`src/rtl/axis_uart_if.sv`:
```
// AXI-Stream byte channel used on both sides of axis_uart.
// master drives tdata/tvalid, slave drives tready; a beat moves on tvalid && tready.
interface axis_uart_if #(
  parameter int DATA_WIDTH = 8
) ();
  logic [DATA_WIDTH-1:0] tdata;
  logic                  tvalid;
  logic                  tready;

  modport master (output tdata, output tvalid, input tready);
  modport slave  (input tdata, input tvalid, output tready);
endinterface

```
`src/rtl/axis_uart.sv`:
```
// Full-duplex 8N1 UART with AXI-Stream byte ports; one bit = prescale*8 clk cycles (0 acts as 1).
// TX stalls tready for a whole frame; RX holds one byte and overwrites it (overrun pulse) if unread.
module axis_uart #(
  parameter int DATA_WIDTH = 8
) (
  input  logic        clk,
  input  logic        reset_n,
  axis_uart_if.slave  input_axis,
  axis_uart_if.master output_axis,
  input  logic        rxd,
  output logic        txd,
  output logic        tx_busy,
  output logic        rx_busy,
  output logic        rx_overrun_error,
  output logic        rx_frame_error,
  input  logic [15:0] prescale
);

  localparam int CW = 19;
  localparam int BW = $clog2(DATA_WIDTH + 2);

  typedef enum logic {
    TX_IDLE,
    TX_SEND
  } tx_state_e;

  typedef enum logic [2:0] {
    RX_IDLE,
    RX_START,
    RX_DATA,
    RX_STOP,
    RX_BREAK
  } rx_state_e;

  // Reload values are recomputed from the live prescale at every boundary,
  // so a change only takes effect from the next bit onwards.
  logic [15:0]   ps_eff;
  logic [CW-1:0] bit_reload;
  logic [CW-1:0] half_reload;

  always_comb begin
    ps_eff      = (prescale == 16'd0) ? 16'd1 : prescale;
    bit_reload  = {ps_eff, 3'b000} - CW'(1);
    half_reload = {1'b0, ps_eff, 2'b00} - CW'(1);
  end

  // ------------------------------------------------------------------ TX
  tx_state_e           tx_state_q, tx_state_d;
  logic [CW-1:0]       tx_cnt_q, tx_cnt_d;
  logic [DATA_WIDTH:0] tx_shift_q, tx_shift_d;
  logic [BW-1:0]       tx_bits_q, tx_bits_d;
  logic                txd_q, txd_d;
  logic                tready_q, tready_d;

  always_ff @(posedge clk or negedge reset_n) begin
    if (!reset_n) begin
      tx_state_q <= TX_IDLE;
      tx_cnt_q   <= '0;
      tx_shift_q <= '0;
      tx_bits_q  <= '0;
      txd_q      <= 1'b1;
      tready_q   <= 1'b0;
    end else begin
      tx_state_q <= tx_state_d;
      tx_cnt_q   <= tx_cnt_d;
      tx_shift_q <= tx_shift_d;
      tx_bits_q  <= tx_bits_d;
      txd_q      <= txd_d;
      tready_q   <= tready_d;
    end
  end

  always_comb begin
    tx_state_d = tx_state_q;
    tx_cnt_d   = tx_cnt_q;
    tx_shift_d = tx_shift_q;
    tx_bits_d  = tx_bits_q;
    txd_d      = txd_q;
    tready_d   = tready_q;
    unique case (tx_state_q)
      TX_IDLE: begin
        tready_d = 1'b1;
        txd_d    = 1'b1;
        if (input_axis.tvalid && tready_q) begin
          tready_d   = 1'b0;
          txd_d      = 1'b0;
          tx_shift_d = {1'b1, input_axis.tdata};
          tx_bits_d  = BW'(DATA_WIDTH + 1);
          tx_cnt_d   = bit_reload;
          tx_state_d = TX_SEND;
        end
      end
      TX_SEND: begin
        if (tx_cnt_q == '0) begin
          // tx_bits_q counts the data+stop bits still to be put on the line.
          if (tx_bits_q == '0) begin
            tx_state_d = TX_IDLE;
            tready_d   = 1'b1;
            txd_d      = 1'b1;
          end else begin
            txd_d      = tx_shift_q[0];
            tx_shift_d = tx_shift_q >> 1;
            tx_bits_d  = tx_bits_q - BW'(1);
            tx_cnt_d   = bit_reload;
          end
        end else begin
          tx_cnt_d = tx_cnt_q - CW'(1);
        end
      end
      default: tx_state_d = TX_IDLE;
    endcase
  end

  assign txd              = txd_q;
  assign tx_busy          = (tx_state_q == TX_SEND);
  assign input_axis.tready = tready_q;

  // ------------------------------------------------------------------ RX
  logic [1:0]            sync_q;
  logic                  rxd_s;
  rx_state_e             rx_state_q, rx_state_d;
  logic [CW-1:0]         rx_cnt_q, rx_cnt_d;
  logic [DATA_WIDTH-1:0] rx_shift_q, rx_shift_d;
  logic [BW-1:0]         rx_bits_q, rx_bits_d;
  logic [DATA_WIDTH-1:0] out_dat_q, out_dat_d;
  logic                  out_vld_q, out_vld_d;
  logic                  ovr_q, ovr_d;
  logic                  ferr_q, ferr_d;

  assign rxd_s = sync_q[1];

  always_ff @(posedge clk or negedge reset_n) begin
    if (!reset_n) begin
      sync_q     <= 2'b11;
      rx_state_q <= RX_IDLE;
      rx_cnt_q   <= '0;
      rx_shift_q <= '0;
      rx_bits_q  <= '0;
      out_dat_q  <= '0;
      out_vld_q  <= 1'b0;
      ovr_q      <= 1'b0;
      ferr_q     <= 1'b0;
    end else begin
      sync_q     <= {sync_q[0], rxd};
      rx_state_q <= rx_state_d;
      rx_cnt_q   <= rx_cnt_d;
      rx_shift_q <= rx_shift_d;
      rx_bits_q  <= rx_bits_d;
      out_dat_q  <= out_dat_d;
      out_vld_q  <= out_vld_d;
      ovr_q      <= ovr_d;
      ferr_q     <= ferr_d;
    end
  end

  always_comb begin
    rx_state_d = rx_state_q;
    rx_cnt_d   = rx_cnt_q;
    rx_shift_d = rx_shift_q;
    rx_bits_d  = rx_bits_q;
    out_dat_d  = out_dat_q;
    out_vld_d  = out_vld_q;
    ovr_d      = 1'b0;
    ferr_d     = 1'b0;
    if (out_vld_q && output_axis.tready) begin
      out_vld_d = 1'b0;
    end
    unique case (rx_state_q)
      RX_IDLE: begin
        if (!rxd_s) begin
          rx_cnt_d   = half_reload;
          rx_state_d = RX_START;
        end
      end
      RX_START: begin
        if (rx_cnt_q == '0) begin
          if (rxd_s) begin
            rx_state_d = RX_IDLE;
          end else begin
            rx_cnt_d   = bit_reload;
            rx_bits_d  = '0;
            rx_state_d = RX_DATA;
          end
        end else begin
          rx_cnt_d = rx_cnt_q - CW'(1);
        end
      end
      RX_DATA: begin
        if (rx_cnt_q == '0) begin
          rx_shift_d = {rxd_s, rx_shift_q[DATA_WIDTH-1:1]};
          rx_cnt_d   = bit_reload;
          if (rx_bits_q == BW'(DATA_WIDTH - 1)) begin
            rx_state_d = RX_STOP;
          end else begin
            rx_bits_d = rx_bits_q + BW'(1);
          end
        end else begin
          rx_cnt_d = rx_cnt_q - CW'(1);
        end
      end
      RX_STOP: begin
        if (rx_cnt_q == '0) begin
          if (rxd_s) begin
            // A landing byte beats a same-cycle read, so only an unread byte counts as overrun.
            out_dat_d  = rx_shift_q;
            out_vld_d  = 1'b1;
            ovr_d      = out_vld_q && !output_axis.tready;
            rx_state_d = RX_IDLE;
          end else begin
            ferr_d     = 1'b1;
            rx_state_d = RX_BREAK;
          end
        end else begin
          rx_cnt_d = rx_cnt_q - CW'(1);
        end
      end
      RX_BREAK: begin
        if (rxd_s) begin
          rx_state_d = RX_IDLE;
        end
      end
      default: rx_state_d = RX_IDLE;
    endcase
  end

  assign rx_busy            = (rx_state_q == RX_START) || (rx_state_q == RX_DATA) ||
                              (rx_state_q == RX_STOP);
  assign rx_overrun_error   = ovr_q;
  assign rx_frame_error     = ferr_q;
  assign output_axis.tdata  = out_dat_q;
  assign output_axis.tvalid = out_vld_q;

endmodule

```
`src/flat_wrapper.sv`:
```
// flat-port wrapper written by rule: the top's interface ports become plain ports
module axis_uart_flat 
#(
  parameter int DATA_WIDTH = 8
)
  (clk, reset_n, rxd, txd, tx_busy, rx_busy, rx_overrun_error, rx_frame_error, prescale, input_axis_tdata, input_axis_tvalid, input_axis_tready, output_axis_tdata, output_axis_tvalid, output_axis_tready);
  axis_uart_if #(.DATA_WIDTH(DATA_WIDTH)) input_axis_i ();
  axis_uart_if #(.DATA_WIDTH(DATA_WIDTH)) output_axis_i ();
  input  logic clk;
  input  logic reset_n;
  input  logic rxd;
  output logic txd;
  output logic tx_busy;
  output logic rx_busy;
  output logic rx_overrun_error;
  output logic rx_frame_error;
  input  logic [15:0] prescale;
  input wire logic [$bits(input_axis_i.tdata)-1:0] input_axis_tdata;
  input wire logic [$bits(input_axis_i.tvalid)-1:0] input_axis_tvalid;
  output wire logic [$bits(input_axis_i.tready)-1:0] input_axis_tready;
  output wire logic [$bits(output_axis_i.tdata)-1:0] output_axis_tdata;
  output wire logic [$bits(output_axis_i.tvalid)-1:0] output_axis_tvalid;
  input wire logic [$bits(output_axis_i.tready)-1:0] output_axis_tready;
  assign input_axis_i.tdata = input_axis_tdata;
  assign input_axis_i.tvalid = input_axis_tvalid;
  assign input_axis_tready = input_axis_i.tready;
  assign output_axis_tdata = output_axis_i.tdata;
  assign output_axis_tvalid = output_axis_i.tvalid;
  assign output_axis_i.tready = output_axis_tready;
  axis_uart #(.DATA_WIDTH(DATA_WIDTH)) u_core (.clk(clk), .reset_n(reset_n), .input_axis(input_axis_i), .output_axis(output_axis_i), .rxd(rxd), .txd(txd), .tx_busy(tx_busy), .rx_busy(rx_busy), .rx_overrun_error(rx_overrun_error), .rx_frame_error(rx_frame_error), .prescale(prescale));
endmodule
```
`config.mk`:
```
export PLATFORM = sky130hd
export DESIGN_NAME = axis_uart_flat
export DESIGN_NICKNAME = d
export VERILOG_FILES = /design/src/rtl/axis_uart_if.sv /design/src/rtl/axis_uart.sv /design/src/flat_wrapper.sv
export SDC_FILE = /design/constraint.sdc
export NUM_CORES = 1
export LEC_CHECK = 0
export ABC_AREA = 1
export BUFFER_PORTS_ARGS = -buffer_cell sky130_fd_sc_hd__buf_4
export CAP_MARGIN = 15
export CORE_MARGIN = 4
export CORE_UTILIZATION = 42
export DETAILED_ROUTE_END_ITERATION = 10
export SLEW_MARGIN = 15
export SYNTH_ARGS = -nofsm -noshare
export SYNTH_HDL_FRONTEND = slang
export SYNTH_SLANG_ARGS = --single-unit
```
`constraint.sdc`:
```
create_clock -name clk -period 2.1 [get_ports clk]
set_clock_uncertainty 0.05 [all_clocks]
set_input_delay 0.315 -clock clk [delete_from_list [all_inputs] [get_ports clk]]
set_output_delay 0.315 -clock clk [all_outputs]
set_load 0.05 [all_outputs]
```
Word level (Yosys, flattened, before mapping)
Index checks and enable logic that the tools add are counted.
{ "classes": {"n_eq_ne": 20, "muxes": 54, "n_bitwise": 1, "order_cmp": 0, "n_reduce_logical": 21, "add_sub_neg": 6, "div_mod_pow": 0, "shift": 0, "multipliers": 0} }
{ "op_table": {"columns": ["op", "n"], "rows": [
  ["2-to-1 mux 19 bit", 8],
  ["case mux 19 bit (4 select lines)", 1],
  ["subtractor 19 x 1 -> 19 bit, second input constant", 3],
  ["zero test 19 bit", 2],
  ["case mux 19 bit (2 select lines)", 1],
  ["2-to-1 mux 4 bit", 7],
  ["2-to-1 mux 9 bit", 3],
  ["2-to-1 mux 3 bit", 7],
  ["subtractor 18 x 1 -> 19 bit, second input constant", 1],
  ["2-to-1 mux 1 bit", 18],
  ["case mux 9 bit (2 select lines)", 1],
  ["zero test 16 bit", 1],
  ["2-to-1 mux 16 bit", 1],
  ["case mux 4 bit (2 select lines)", 2],
  ["case mux 3 bit (5 select lines)", 1],
  ["!= test 2 bit, second input constant", 7],
  ["!= test 2 x 1 -> 1 bit, second input constant", 6],
  ["== test 3 x 2 -> 1 bit, second input constant", 2],
  ["!= test 3 bit, second input constant", 2],
  ["case mux 1 bit (2 select lines)", 3],
  ["AND reduction 2 bit", 3],
  ["AND reduction 3 bit", 2],
  ["AND reduction 6 bit", 1],
  ["AND reduction 5 bit", 1],
  ["other kinds (15)", 18]
]} }
{ "totals": {"ram_bits": 0, "rom_bits": 0, "register_bits": 82, "latchBits": 0, "out_inout_bits": 15, "elab_cells": 117, "n_memories": 0} }

Logic depth before layout (Yosys ltp)
Gate-level depths: netlist of the first run.
{ "logic_depth": {"ltp_word": 6, "ltp_mapped": 17, "depth_no_buf": 17} }

Worst setup path before layout of the first run
No wires, ideal clock.
{ "synth_timing": {"path_kind": "input to register", "start": "input port prescale[9]", "end": "register u_core.rx_cnt_q[17]", "path_slack_ps": 30, "setup_time_ps": 113, "path_stages": 16, "arrival_ps": 1907, "path_buffers": 0, "cell_sequence": "nor2_2 nand2_1 nor2_1 nand2_2 nand2_2 inv_1 ha_1 nand2_1 nor2_1 nand2_1 xor2_1 nand2_1 nand3_1 nand3_1 nand2_1 inv_1"} }
{ "synth_via": {"elab_chain_len": 6, "word_cells_on_any_way": 9, "classes_between": "add/sub: 2; mux: 6; reduce/logical: 1"} }
{ "synth_rtl": {"columns": ["item", "line", "source"], "rows": [
  ["start, declared", "flat_wrapper.sv:17", "input logic [15:0] prescale;"],
  ["zero test 16 bit", "axis_uart.sv:42", "ps_eff = (prescale == 16'd0) ? 16'd1 : prescale;"],
  ["2-to-1 mux 16 bit *", "axis_uart.sv:42", null],
  ["subtractor 19 x 1 -> 19 bit", "axis_uart.sv:43", "bit_reload = {ps_eff, 3'b000} - CW'(1);"],
  ["2-to-1 mux 19 bit", "axis_uart.sv:177", "if (rxd_s) begin"],
  ["2-to-1 mux 19 bit", "axis_uart.sv:176", "if (rx_cnt_q == '0) begin"],
  ["case mux 19 bit (4 select lines) *", "axis_uart.sv:168", "unique case (rx_state_q)"],
  ["end signal, assigned", "axis_uart.sv:146", "rx_cnt_q <= rx_cnt_d;"],
  ["end, declared", "axis_uart.sv:122", "logic [CW-1:0] rx_cnt_q, rx_cnt_d;"]
]} }
Mark *: on every way between the ends. The rest lies on a longest branch, timed or not. The select of a mux whose other input is x is not followed.
A chain may end at the register's enable or synchronous reset.

Worst setup path in the final report of the first run
{ "layout_timing": {"start": "register u_core.rx_cnt_q[0]", "end": "register u_core.rx_cnt_q[7]"} }
{ "layout_via": {"elab_chain_len": 3, "word_cells_on_any_way": 9, "classes_between": "add/sub: 1; eq/ne: 2; mux: 4; reduce/logical: 2"} }
{ "layout_rtl": {"columns": ["item", "line", "source"], "rows": [
  ["subtractor 19 x 1 -> 19 bit / zero test 19 bit (equally long branches)", null, null],
  ["2-to-1 mux 19 bit (tied with other cells)", "axis_uart.sv:202", "if (rx_cnt_q == '0) begin"],
  ["case mux 19 bit (4 select lines) / AND reduction 4 bit (equally long branches)", null, null]
]} }
Parallel ways exist; a longest one is shown, timed or not. The select of a mux whose other input is x is not followed.

==> results.yml, run 1 <==
synth:
  syn_avg_cell_area_um2: 7.268
  post-synth-top-count-cell: "nand2_1"
  synth_top_area_share: 0.3656
  async_flop_share: 1.000
  synth_area_um2: 5408
  yosysSeqAreaShare: 0.3801
  synth_cells: 744
  synthFlopType: "dfrtp_1"
  synth_area_leaders: "dfrtp_1, nand2_1, nor2_1"
  ys_ff_latch: 82
  synth-edff-count: 0
  synth_top_area_cell: "dfrtp_1"
  synth_common_cells: "nand2_1, nor2_1, inv_1"
  syn_nets: 779
  ys_warn_count: 0
  ys_types: 47
power:
  clockPowerShare: 0.252
  pwr_density_cell_nw_per_um2: 905.8
  peakVddDrop_uv: 474.0
  leakage_nw: 3.231
  switchingPower_mw: 2.505
  switching_share: 0.4143
  seqPwrFrac: 0.342
  power_frac_comb: 0.406
  intPower_mw: 3.540
global_routing:
  grt_pass1_vias: 5172
  grt_max_degree: 38
  use_met1: 0.2838
  use_met3: 0.04149
  busiest_layer: "met2"
  grt_util_all_layers: 0.2148
  antenna_found_initial: 0
  grtUsageMet2: 0.3434
  grt_pass1_wl_um: 24900
  gr-total-overflow: 0
cells_and_area:
  diodes: 0
  final.fill_count: 1254
  multi_input_area_um2: 2910
  regArea_um2: 2056
  nNetsFinal: 881
  fin_cells: 1023
  drive_gt1_frac: 0.2256
  syn_to_final_growth_pct: 23.42
  design_area_um2: 6674
  post-route-util: 0.5289
floorplanning:
  die-area_um2: 14760
  std_cell_rows: 41
  io_pins: 44
  core_area_um2: 12620
  start_util: 0.4285
  chipWidth_um: 121.5
  fp.dieH_um: 121.5
critical_path:
  crit_fanout: 12
  crit_chain: "inv_1 > ha_2 > nand2_2 > nor2_4 > nand3_4 > buf_4 > o211ai_1 > o21ai_0 > inv_1 > a21oi_1"
  crit_path_start: "u_core.rx_cnt_q[0]"
  critPathKind: "reg -> reg"
  timing.rr.start: "u_core.rx_cnt_q[0]"
  crit_required_ns: 2.28
  cp_common_cell: "inv_1"
  cp.arrival_ns: 2.18
  r2r_slack_ns: 0.10
  crit_path_max_incr_delay_ns: 0.38
  r2r_end: "u_core.rx_cnt_q[7]"
  critPathSlowestCell: "dfrtp_1"
  cp-end-kind: "flip-flop"
  r2r_cells: 10
  startpoint_type: "flip-flop"
placement:
  placed_cells: 1005
  place_area_um2: 6317
  gp_congestion: 0.9242
  port_buffers: 43
  hpwl_um: 11360
run:
  maxCapViolations: 0
sta:
  relSlewSlack: 0.6801
  tightest_slew_ns: 0.4798
  hold_viol: 0
  setup_violations: 0
  whs_ns: 0.02383
  finalMaxSlewViolations: 0
  rsz0062_at_grt: "false"
  max_freq_ghz: 0.5009
  min_period_ns: 1.997
  period_share: 0.9507
detailed_routing:
  drc: 0
  first_iter_violations: 405
  antenna_left: 0
  via_count: 5162
  post_drt_wl_per_cell_um: 14.60
  viasPerCell: 5.046
  wl_um: 14940
  firstDrtPassIters: 5
hold_path:
  worstHoldPathType: "in -> reg"
  hold_path_end: "u_core.sync_q[0]"
  min_from: "rxd"
  whs_path_depth: 1
outcome:
  status: "completed"
clocking:
  cts_buffers: 9
  root_buffer: "clkbuf_16"
  htreeDepth: 3
  clk_pin_slew_ns: 0.06
  cts_buffer_depth: 2
  cts_sinks: 82
  clk_latency_ns: 0.35
  cts_tree: "yes"
==> layer usage <==
layer | vias to the layer above | part of all wire
met1 | 2398 | 0.47
li1 | 2614 | -
met5 | - | 0
met3 | 28 | 0.050
met2 | 122 | 0.46
met4 | 0 | 0.026
==> cell families after synthesis <==
kind of cell	Yosys count	share of synthesized area
AND/OR/NAND/NOR	408	0.3355
adder cells (fa/ha/maj)	6	0.01388
XOR/XNOR	25	0.04049
flip-flops	82	0.3801
buffers and inverters	107	0.08977
multiplexers	1	0.002776
AO/OA/AOI/OAI	115	0.1374
==> cells in the final DEF, fill, tap and decap left out, types with 12 or more instances in the layout <==
cell type  synthesis  layout
a21oi_1           17      17
inv_1             83      83
nor2_1           101      99
nor2_2            16      17
buf_4              1     104
dfrtp_1           79      79
o21ai_2           12      12
xor2_1            20      19
o21ai_0           37      34
nand3_1           54      53
nand2_1          197     197
o211ai_1          17      17
==> per-stage QoR <==
| step | setup TNS [ns] | power, mW | setup WS (ns) |
|---|---|---|---|
| 3_5_place_dp | -1.401 | 4.489 | -0.1483 |
| 2_1_floorplan | 0 | 3.792 | 0.02985 |
| 4_1_cts | 0 | 6.043 | 0.06159 |
| 6_report | 0 | 6.045 | 0.1034 |
| 5_1_grt | 0 | 6.493 | 0.002698 |
| 3_3_place_gp | -0.7868 | 4.439 | -0.1055 |
==> power groups by stage <==
stage	registers (mW)	clock network (mW)	logic [mW]
4_1_cts	2.06	1.56	2.42
2_1_floorplan	2.02	0	1.77
6_report	2.07	1.52	2.45
3_3_place_gp	2.08	0	2.35
5_1_grt	2.10	1.63	2.76
3_5_place_dp	2.09	0	2.40
==> worst max path at each step <==
stage	end	slack (ns)	depth (start not counted)
after floorplan	u_core.rx_cnt_q[17]	0.03	16
after global placement	u_core.rx_cnt_q[12]	-0.11	15
after detailed placement	u_core.tx_cnt_q[17]	-0.15	16
after CTS	u_core.rx_cnt_q[18]	0.06	11
after global routing	u_core.rx_cnt_q[18]	0.003	11
final	u_core.rx_cnt_q[7]	0.10	10
==> worst max-delay path, delay by kind of cell (launching register included) <==
family | cells | cell delay, ns
adders and majority gates | 1 | 0.22
and+or+nand+nor | 3 | 0.43
buffers and inverters | 3 | 0.42
DFF | 1 | 0.38
AOI/OAI and AO/OA | 3 | 0.39
==> registers in the layout, summed over array words and instances (netlist names), 2 cells and up <==
signal                    count
u_core.tx_shift_q             9
u_core.tx_cnt_q              19
u_core.rx_bits_q              4
u_core.rx_shift_q             8
u_core.sync_q                 2
u_core.rx_cnt_q              19
u_core.output_axis.tdata      8
u_core.tx_bits_q              4
u_core.rx_state_q             3
==> layout make-up <==
type	instances	area share
repair buffers	109	0.1292
inverters	89	0.05231
well taps	172	0.03225
clock buffers	11	0.03637
flip-flops and latches	82	0.3080
multi-input cells	555	0.4361
clock inverters	5	0.005812
==> timing repair <==
action | 4_1_cts | 5_1_grt
hold buffers | 1 | 0
setup buffers | 0 | 1
hold endpoints to repair | 28 | 0
setup endpoints to repair | 0 | 23
resized for setup | 0 | 16
Note: power is estimated with default switching activity, not from simulation.
==> run 2: changes to the inputs <==
SETUP_SLACK_MARGIN = 0.2   (was not set)
==> run 2 against run 1 <==
  * Total power rose by 12%
  * Clock power rose by 15%
  * Critical endpoint is now u_core.rx_cnt_q[10]
  * Sequential cell count did not move
  * Cell count rose by 1.7%
  * Critical path type unchanged
  * Sequential power rose by 2%
  * Highest routed layer unchanged
  * Routed wire length rose by 5.5%
  * Sequential share of layout area fell by 2.1 points
  * Register-to-register slack improved by 0.13 ns
==> results.yml, run 2 (same netlist as run 1, synthesis figures left out) <==
outcome:
  status: "completed"
detailed_routing:
  via_count: 5386
  wl_um: 15760
  viasPerCell: 5.179
  first_iter_violations: 329
  drc: 0
  antenna_left: 0
  post_drt_wl_per_cell_um: 15.15
  firstDrtPassIters: 5
placement:
  dp_slack_ns: -0.01387
  hpwl_um: 11130
  placed_cells: 986
  port_buffers: 43
  place_area_um2: 6245
  gp_congestion: 0.9077
global_routing:
  gr-total-overflow: 0
  grt_util_all_layers: 0.2132
  grt_pass1_vias: 5186
  antenna_found_initial: 0
  grt_max_degree: 83
  grt_pass1_wl_um: 24980
sta:
  rsz0062_at_grt: "true"
  min_period_ns: 1.862
  worst_slack_ns: 0.2376
  relSlewSlack: 0.6919
  finalMaxSlewViolations: 0
  period_share: 0.8868
  setup_violations: 0
  hold_viol: 0
  tightest_slew_ns: 0.4621
  max_freq_ghz: 0.5369
  whs_ns: 0.02480
  tns_ns: 0
critical_path:
  critPathKind: "reg -> reg"
  crit_fanout: 8
  cp-end-kind: "flip-flop"
  cp.arrival_ns: 2.11
  startpoint_type: "flip-flop"
  r2r_cells: 12
  crit_required_ns: 2.35
cells_and_area:
  diodes: 0
  mostFrequentLayoutCells: "nand2_1, buf_4, nor2_1"
  syn_to_final_growth_pct: 33.36
  design_area_um2: 7212
  nNetsFinal: 898
  fin_cells: 1040
  final.fill_count: 1175
  layout_commonest_cell: "nand2_1"
  post-route-util: 0.5715
  drive_gt1_frac: 0.3157
  reg_top3: "u_core.rx_cnt_q: 19 flops, u_core.tx_cnt_q: 19 flops, u_core.tx_shift_q: 9 flops"
run:
  maxCapViolations: 0
clocking:
  cts_buffers: 9
  cts_buffer_depth: 2
  clk_pin_slew_ns: 0.06
  htreeDepth: 3
  cts_tree: "yes"
  root_buffer: "clkbuf_16"
  cts_sinks: 82
  clk_latency_ns: 0.35
power:
  finalPower_mw: 6.768
  clockPowerShare: 0.258
  intPower_mw: 4.057
  pwr_density_cell_nw_per_um2: 938.5
  switchingPower_mw: 2.712
  seqPwrFrac: 0.312
  power_frac_comb: 0.431
  peakVddDrop_uv: 701.8
  leakage_nw: 3.380
  switching_share: 0.4006
floorplanning:
  fp.dieH_um: 121.5
  die-area_um2: 14760
  std_cell_rows: 41
  core_area_um2: 12620
  start_util: 0.4285
  chipWidth_um: 121.5
  io_pins: 44
hold_path:
  worstHoldPathType: "in -> reg"
  whs_path_depth: 1
run 2: changes by cell type in the layout (fill, tap and decap cells not counted), sizes merged:
cell      previous run  this run
buf                108       123
bufinv               0         2
clkbuf              11        14
clkinv               5         2
clkinvlp             1         3
inv                 88        86
run 2: power groups by stage:
stage                     clock network [mW]  logic, mW  registers, mW
after global placement                     0       2.38           2.08
after global routing                    1.83       3.21           2.13
after detailed placement                   0       2.42           2.08
after CTS                               1.80       2.47           2.06
after floorplan                            0       1.78           2.02
final                                   1.75       2.91           2.11
run 2: worst paths after layout:
kind	startpoint	end	slack (ns)
max in group asynchronous	reset_n	u_core.sync_q[0]	1.11
max reg2reg	u_core.rx_cnt_q[11]	u_core.rx_cnt_q[10]	0.24
min	rxd	u_core.sync_q[0]	0.02
min reg2reg	u_core.sync_q[0]	u_core.sync_q[1]	0.30
max	u_core.rx_cnt_q[11]	u_core.rx_cnt_q[10]	0.24
min in group asynchronous	reset_n	u_core.tx_cnt_q[18]	0.49
run 2: worst max-delay path, cell delays in order (launching register included):
cell and delay, ns:
dfrtp_1 0.44, nor2_2 0.17, nand2_1 0.11, nor2_2 0.14, nand3_4 0.14, inv_8 0.11, nand3_4 0.07, nand3_4 0.18
clkbuf_16 0.18, nor2_1 0.05, nand3_2 0.07, nand2_1 0.05, inv_1 0.04
run 2: cell type report:
class,instances,area (um^2),share of cell area
Timing Repair Buffer,126,1061,0.1471
Multi-Input combinational cell,555,3186,0.4417
Clock buffer,12,246.5,0.03418
Clock inverter,4,76.32,0.01058
Inverter,89,359.1,0.04979
Sequential cell,82,2068,0.2868
Tap cell,172,215.2,0.02984
run 2: metal layers:
metal	GRT usage	wire (um)	vias up
met5	0	0	-
met4	0.08193	478	0
met3	0.04382	650	38
met2	0.3354	7439	139
met1	0.2885	7194	2561
li1	-	-	2648
run 2: what timing repair did:
item                                    in CTS  in global routing
setup buffers                                2                 33
pin swaps                                    0                 40
hold buffers                                 1                  0
resized for setup                           12                 83
endpoints found under the hold margin       79                  0
endpoints found under the setup margin      37                 63
cloned                                       0                  2
==> run 3: changes to the inputs <==
CTS_BUF_LIST = sky130_fd_sc_hd__clkbuf_4 sky130_fd_sc_hd__clkbuf_8   (was not set)
SLEW_MARGIN = 20   (was 15)
==> run 3 against run 2 <==
  * First-iteration DRC count increased by 13%
  * Clock power decreased by 22%
  * Fmax decreased by 0.30%
  * Sequential share of layout area increased by 0.45 points
  * Setup slack got worse by 0.0057 ns
  * Count of clock-buffer cells in the layout unchanged
  * Cell count decreased by 0.58%
  * Register-to-register slack about the same
  * Routed wire length decreased by 1.2%
  * Cell area decreased by 1.5%
  * Highest routed layer unchanged
==> results.yml, run 3 (same netlist as run 1, synthesis figures left out) <==
floorplanning:
  start_util: 0.4285
  std_cell_rows: 41
  chipWidth_um: 121.5
  core_area_um2: 12620
  fp.dieH_um: 121.5
  die-area_um2: 14760
  io_pins: 44
sta:
  rsz0062_at_grt: "true"
  relSlewSlack: 0.6885
  min_period_ns: 1.868
  worst_slack_ns: 0.2320
  tns_ns: 0
  hold_viol: 0
  finalMaxSlewViolations: 0
  tightest_slew_ns: 0.4672
  setup_violations: 0
  period_share: 0.8895
  max_freq_ghz: 0.5353
critical_path:
  cp-end-kind: "flip-flop"
  cp.arrival_ns: 2.15
  critPathKind: "reg -> reg"
  crit_fanout: 8
  crit_required_ns: 2.38
  startpoint_type: "flip-flop"
clocking:
  cts_buffer_depth: 2
  root_buffer: "clkbuf_8"
  cts_sinks: 82
  cts_buffers: 9
  htreeDepth: 3
  clk_pin_slew_ns: 0.09
  cts_tree: "yes"
  clk_latency_ns: 0.38
global_routing:
  grt_pass1_wl_um: 24930
  grt_max_degree: 83
  grt_util_all_layers: 0.2134
  antenna_found_initial: 0
  gr-total-overflow: 0
  grt_pass1_vias: 5199
detailed_routing:
  drc: 0
  post_drt_wl_per_cell_um: 15.07
  antenna_left: 0
  wl_um: 15580
  first_iter_violations: 371
  via_count: 5363
  firstDrtPassIters: 5
  viasPerCell: 5.187
power:
  switching_share: 0.4207
  power_frac_comb: 0.461
  intPower_mw: 3.719
  switchingPower_mw: 2.701
  peakVddDrop_uv: 610.7
  seqPwrFrac: 0.326
  pwr_density_cell_nw_per_um2: 904.1
  clockPowerShare: 0.213
  leakage_nw: 3.329
placement:
  port_buffers: 43
  dp_slack_ns: -0.01387
  hpwl_um: 11130
  place_area_um2: 6245
  gp_congestion: 0.9077
cells_and_area:
  nNetsFinal: 892
  diodes: 0
  design_area_um2: 7101
  mostFrequentLayoutCells: "nand2_1, buf_4, nor2_1"
  layout_commonest_cell: "nand2_1"
  syn_to_final_growth_pct: 31.30
  drive_gt1_frac: 0.3202
  final.fill_count: 1182
  reg_top3: "u_core.rx_cnt_q: 19 flops, u_core.tx_cnt_q: 19 flops, u_core.tx_shift_q: 9 flops"
hold_path:
  worstHoldPathType: "in -> reg"
run:
  maxCapViolations: 0
outcome:
  status: "completed"
[run 3: power groups by stage]
stage	Sequential (mW)	Combinational, mW	Clock, mW
2_1_floorplan	2.02	1.78	0
3_3_place_gp	2.08	2.38	0
3_5_place_dp	2.08	2.42	0
4_1_cts	2.06	2.47	1.41
5_1_grt	2.12	3.27	1.44
6_report	2.09	2.96	1.37
[run 3: area by class of cell]
cell class              instances  area (um^2)  share of cell area
repair buffers                120         1017              0.1433
multi-input cells             555         3207              0.4516
flip-flops and latches         82         2068              0.2913
well taps                     172        215.2             0.03031
clock inverters                 4        76.32             0.01075
clock buffers                  12        152.6             0.02150
inverters                      89        364.1             0.05128
[run 3: through the flow]
stage                       util  hold WS (ns)  total power [mW]  cells
after floorplan                -      -0.03059             3.800    744
after global placement    0.4948        0.2971             4.456    986
after detailed placement  0.4948        0.2968             4.500    986
after CTS                 0.5210        0.1102             5.937   1006
after global routing      0.5627        0.1410             6.829   1034
final                     0.5627        0.1364             6.420   1034
[run 3: worst paths after layout]
check                                    start              endpoint  slack (ns)  cells past startpoint
setup / recovery           u_core.rx_cnt_q[14]   u_core.rx_cnt_q[15]        0.23                     12
setup reg to reg           u_core.rx_cnt_q[14]   u_core.rx_cnt_q[15]        0.23                     12
max in group asynchronous              reset_n      u_core.sync_q[0]        1.15                      3
min in group asynchronous              reset_n   u_core.tx_cnt_q[18]        0.44                      3
hold / removal             input_axis_tdata[0]  u_core.tx_shift_q[0]        0.14                      3
hold reg to reg               u_core.sync_q[0]      u_core.sync_q[1]        0.31                      0
[run 3: per-layer routing]
metal	GRT usage	part of all wire	vias up
li1	-	-	2636
met1	0.2868	0.46	2561
met2	0.3399	0.47	134
met3	0.03823	0.044	32
met4	0.08683	0.030	0
met5	0	0	-
[run 3: worst max-delay path: stages, from the launching register on]
cell	delay, ns
dfrtp_2	0.46
nor2_4	0.17
nand2_1	0.10
nor2_2	0.15
nand3_4	0.14
inv_8	0.12
nand2_4	0.05
nand3_4	0.18
clkbuf_16	0.19
nor2_4	0.03
nand3_2	0.08
nand2_1	0.05
inv_1	0.04
[run 3: what timing repair did]
action / CTS / global route
cloned: 0 / 2
pin swaps: 2 / 36
endpoints found under the setup margin: 48 / 65
gates resized for setup: 16 / 91
endpoints found under the hold margin: 80 / 0
buffers inserted: 2 / 26
hold buffers: 2 / 0
